## src/rtl/reg_arb_pkg.sv

```systemverilog
// Shared definitions for the round-robin register write arbiter:
// FSM state encodings and the requester-id width helper.
package reg_arb_pkg;

  typedef enum logic [1:0] {
    ST_IDLE  = 2'd0,
    ST_GRANT = 2'd1,
    ST_ACK   = 2'd2
  } arb_state_t;

  // Width needed to hold a requester index; never narrower than one bit.
  function automatic int id_width(input int n);
    int w;
    w = $clog2(n);
    if (w < 1) begin
      w = 1;
    end else begin
      w = w;
    end
    return w;
  endfunction

endpackage

```

## src/rtl/rr_priority_picker.sv

```systemverilog
// Combinational round-robin picker: the first set request strictly after ptr,
// wrapping modulo N, is returned both one-hot and as an index.
module rr_priority_picker
  import reg_arb_pkg::*;
#(
  parameter  int N    = 4,
  localparam int ID_W = id_width(N)
) (
  input  logic [N-1:0]    req,
  input  logic [ID_W-1:0] ptr,
  output logic [N-1:0]    pick,
  output logic [ID_W-1:0] pick_id,
  output logic            any
);

  logic [N-1:0] rot_s;

  // Rotate the request vector so that position 0 is the slot just after ptr.
  always_comb begin
    rot_s = '0;
    for (int k = 0; k < N; k++) begin
      rot_s[k] = req[(int'(ptr) + 1 + k) % N];
    end
  end

  // Priority-encode the rotated vector and map the winner back to its real index.
  always_comb begin
    logic found;
    pick    = '0;
    pick_id = '0;
    found   = 1'b0;
    for (int k = 0; k < N; k++) begin
      if (rot_s[k] && !found) begin
        found                             = 1'b1;
        pick_id                           = ID_W'((int'(ptr) + 1 + k) % N);
        pick[(int'(ptr) + 1 + k) % N]     = 1'b1;
      end else begin
        found = found;
      end
    end
  end

  assign any = |req;

endmodule

```

## src/rtl/reg_write_arbiter.sv

```systemverilog
// Shares one storage register between NUM_REQ write requesters using a
// round-robin IDLE -> GRANT -> ACK sequence per write.
module reg_write_arbiter
  import reg_arb_pkg::*;
#(
  parameter  int NUM_REQ = 4,
  parameter  int DATA_W  = 8,
  localparam int ID_W    = id_width(NUM_REQ)
) (
  input  logic                      clk,
  input  logic                      reset,
  input  logic [NUM_REQ-1:0]        req,
  input  logic [NUM_REQ*DATA_W-1:0] wdata,
  output logic [NUM_REQ-1:0]        gnt,
  output logic [NUM_REQ-1:0]        ack,
  output logic [DATA_W-1:0]         q,
  output logic                      busy,
  output logic [ID_W-1:0]           last_id
);

  arb_state_t          state_r, state_n;
  logic [ID_W-1:0]     ptr_r, ptr_n;
  logic [ID_W-1:0]     sel_r, sel_n;
  logic [NUM_REQ-1:0]  gnt_r, gnt_n;
  logic [NUM_REQ-1:0]  ack_r, ack_n;
  logic [DATA_W-1:0]   q_r, q_n;
  logic [ID_W-1:0]     last_id_r, last_id_n;
  logic                busy_r;
  logic [NUM_REQ-1:0]  pick_s;
  logic [ID_W-1:0]     pick_id_s;
  logic                any_s;
  logic [DATA_W-1:0]   wsel_s;

  rr_priority_picker #(.N(NUM_REQ)) u_picker (
    .req     (req),
    .ptr     (ptr_r),
    .pick    (pick_s),
    .pick_id (pick_id_s),
    .any     (any_s)
  );

  // Select the granted requester's data lane.
  always_comb begin
    wsel_s = '0;
    for (int i = 0; i < NUM_REQ; i++) begin
      if (sel_r == ID_W'(i)) begin
        wsel_s = wdata[i*DATA_W +: DATA_W];
      end else begin
        wsel_s = wsel_s;
      end
    end
  end

  // Next-state and next-output logic; ack is derived from the held grant so it
  // can only ever appear where gnt is set.
  always_comb begin
    state_n   = state_r;
    ptr_n     = ptr_r;
    sel_n     = sel_r;
    gnt_n     = gnt_r;
    ack_n     = '0;
    q_n       = q_r;
    last_id_n = last_id_r;
    case (state_r)
      ST_IDLE: begin
        if (any_s) begin
          state_n = ST_GRANT;
          gnt_n   = pick_s;
          sel_n   = pick_id_s;
        end else begin
          gnt_n   = '0;
        end
      end
      ST_GRANT: begin
        state_n   = ST_ACK;
        q_n       = wsel_s;
        last_id_n = sel_r;
        ptr_n     = sel_r;
        ack_n     = gnt_r;
      end
      ST_ACK: begin
        state_n = ST_IDLE;
        gnt_n   = '0;
      end
      default: begin
        state_n = ST_IDLE;
        gnt_n   = '0;
        ack_n   = '0;
      end
    endcase
  end

  // State and output registers; reset drops any write in flight.
  always_ff @(posedge clk) begin
    if (reset) begin
      state_r   <= ST_IDLE;
      ptr_r     <= ID_W'(NUM_REQ - 1);
      sel_r     <= '0;
      gnt_r     <= '0;
      ack_r     <= '0;
      q_r       <= '0;
      last_id_r <= '0;
      busy_r    <= 1'b0;
    end else begin
      state_r   <= state_n;
      ptr_r     <= ptr_n;
      sel_r     <= sel_n;
      gnt_r     <= gnt_n;
      ack_r     <= ack_n;
      q_r       <= q_n;
      last_id_r <= last_id_n;
      busy_r    <= (state_n != ST_IDLE);
    end
  end

  assign gnt     = gnt_r;
  assign ack     = ack_r;
  assign q       = q_r;
  assign busy    = busy_r;
  assign last_id = last_id_r;

endmodule

```

## config.mk

```make
export PLATFORM = sky130hd
export DESIGN_NAME = reg_write_arbiter
export DESIGN_NICKNAME = d
export VERILOG_FILES = /design/src/rtl/reg_arb_pkg.sv /design/src/rtl/rr_priority_picker.sv /design/src/rtl/reg_write_arbiter.sv
export SDC_FILE = /design/constraint.sdc
export NUM_CORES = 1
export LEC_CHECK = 0
export BUFFER_PORTS_ARGS = -buffer_cell sky130_fd_sc_hd__buf_2
export CAP_MARGIN = 40
export CORE_ASPECT_RATIO = 1.4
export CORE_MARGIN = 2
export CORE_UTILIZATION = 51
export CTS_CLUSTER_DIAMETER = 80
export DETAILED_ROUTE_END_ITERATION = 12
export HOLD_SLACK_MARGIN = 0.15
export MAX_ROUTING_LAYER = met4
export PLACE_DENSITY_LB_ADDON = 0.2
export SLEW_MARGIN = 5
export SYNTH_ARGS = -nofsm -noshare
export SYNTH_HDL_FRONTEND = slang
export SYNTH_SLANG_ARGS = --single-unit
```

## constraint.sdc

```tcl
create_clock -name clk -period 4.8 [get_ports clk]
set_clock_uncertainty 0.1 [all_clocks]
set_input_delay 0.48 -clock clk [delete_from_list [all_inputs] [get_ports clk]]
set_output_delay 0.48 -clock clk [all_outputs]
set_load 0.03 [all_outputs]
```

==> flow_metrics.tcl <==
set metrics [dict create \
    run_status "finished clean" \
    final_common_cell "buf_2" \
    ios 57 \
    hold_start "q[2]$_SDFFE_PP0P_" \
    vias 1329 \
    final_max_slew_viol_count 0 \
    ys.flop_type "dfxtp_1" \
    wirelength_um 3380 \
    grt_pass1_wl_um 5630 \
    synth-seq-cells 25 \
    grt_setup_unrepaired "false" \
    antenna_cells 0 \
    critPathCaptureType "flop" \
    antenna_found_initial 0 \
    critPathArrivalTime_ns 2.92 \
    die_area_mm2 0.00324 \
    initial_utilization_pct 53.9 \
    antenna_left 0 \
    placed_cells 236 \
    power_density_mw_per_mm2 316 \
    synth_top_area_share_pct 35.1 \
    cts_htree_levels 1 \
    grt.overflow.total 0 \
    criticalPathCategory "reg2reg" \
    syn_inst 154 \
    startpoint "ptr_r[0]$_SDFFE_PP1P_" \
    port_buffers 56 \
    clock_path_buffers 2 \
    synth_edf_count 0 \
    synth_area_leaders "dfxtp_1, mux4_2, nand2_1, a21oi_1, ha_1" \
    hold_violations 0 \
    gp_congestion 0.952 \
    setup_viol 0 \
    cts_resized 0 \
    fin_cells 240 \
    cp-start-kind "flop" \
    tightest_slew_ns 0.686 \
    drc_errors 0 \
    fin_crit_sh_pct 58.7 \
    slew_headroom_pct 54.2 \
    drive_above_1_share_pct 35.3 \
    layout_common_cells "buf_2, dfxtp_1, nand2_1" \
    dieWidth_um 48.7 \
    ctsHoldBuffers 0 \
    area_growth_pct 21.5 \
    seq_area_frac_synth_pct 35.1 \
    dr.pass1.iters 5 \
    fmaxAchievable_mhz 355 \
    leakagePower_nw 0.825 \
    drt_iter0_drc 29 \
    finalCriticalPeriod_ns 2.82 \
    coreArea_mm2 0.00264 \
    synth_area_mm2 0.00142 \
    cts_buffers 3 \
    syn-num-nets 197 \
    crit_required_ns 4.90 \
    rr_startpoint "ptr_r[0]$_SDFFE_PP1P_" \
    cp_max_fo 15 \
    synth.distinct_cells 37 \
    die_h_um 66.5 \
    syn_area_per_cell_um2 9.25 \
    vdd_drop_max_mv 0.184 \
    drt-vias-per-instance 5.54 \
    grt_use_total_pct 22.6 \
    hold_class "reg2reg" \
    clk_latency_ns 0.30 \
    async_flop_share_pct 0 \
    fin_setup_tns_ns 0 \
    grt_max_degree 18 \
    holdWs_ns 0.357 \
    dpl.hpwl_um 2670 \
    rows 22 \
    yosys.area.top_type "dfxtp_1" \
    path_clk_slew_ns 0.12 \
    cts-root-buf "clkbuf_4" \
    place_area_mm2 0.00170 \
    ys_warn_count 0 \
    cts_tree "done" \
    final_cell_area_mm2 0.00173 \
    fin_nets 248 \
    cts_num_sinks 25 \
    grt_pass1_vias 1301 \
    cts_setup_buffers 0 \
    routedWlPerCell_um 14.1 \
    cap_violations 0 \
]
cell families after synthesis:
family          synth area share (%)
buf+inv                         4.74
compound gates                  19.2
mux                             18.6
simple gates                    17.8
flops                           35.1
fa+ha+maj                       4.39
state kept, by name (all words and copies together), names as in the netlist:
name	cells
busy	1
q	8
gnt	4
ack	4
state_r	2
ptr_r	2
last_id	2
sel_r	2
through the flow:
step / utilization [%] / setup WS (ns) / power (mW)
after floorplan: - / 2.31 / 0.410
after global placement: 64.5 / 2.18 / 0.457
after detailed placement: 64.5 / 2.08 / 0.463
after CTS: 65.5 / 2.03 / 0.550
after global routing: 65.5 / 1.81 / 0.579
final: 65.5 / 1.98 / 0.548
worst paths after layout:
check | end | slack [ns] | cells past startpoint
max | gnt[2]$_SDFFE_PP0N_ | 1.98 | 7
min | q[2]$_SDFFE_PP0P_ | 0.36 | 2
max reg2reg | gnt[2]$_SDFFE_PP0N_ | 1.98 | 7
min reg2reg | q[2]$_SDFFE_PP0P_ | 0.36 | 2
critical path: stages, from the launching register on:
cell	delay [ns]
dfxtp_1	0.71
inv_1	0.17
ha_1	0.30
nor2_1	0.42
mux2_2	0.41
a311oi_1	0.29
nor3_1	0.08
a211o_1	0.23
metal layers:
metal	GRT usage (%)	wire [µm]	vias to the layer above
met3	2.47	167	10
li1	-	-	661
met2	42.3	1750	50
met5	-	0	-
met4	12.5	132	0
met1	22.9	1330	608
Yosys cell counts, types with 3 or more instances:
cell,instances
dfxtp_1,25
nand2_1,24
a21oi_1,16
nor2_1,10
mux4_2,9
inv_1,6
a211o_1,5
clkbuf_1,5
ha_1,5
a221oi_1,4
and2_1,4
mux2i_1,4
nor2b_1,4
nor3_1,4
nand2b_1,3
layout make-up:
cell class,count,area (µm²)
fill,240,912
clock buffer,4,26.3
multi-input combinational,113,856
timing repair buffer,56,280
inverter,6,22.5
sequential,25,500
tap,36,45.0
report_power, final:
part / switching [mW] / internal, mW / leakage, nW
logic: 0.114 / 0.0925 / 0.605
registers: 0.0246 / 0.229 / 0.205
clock network: 0.0555 / 0.0323 / 0.0150
(Power assumes the default switching activity.)
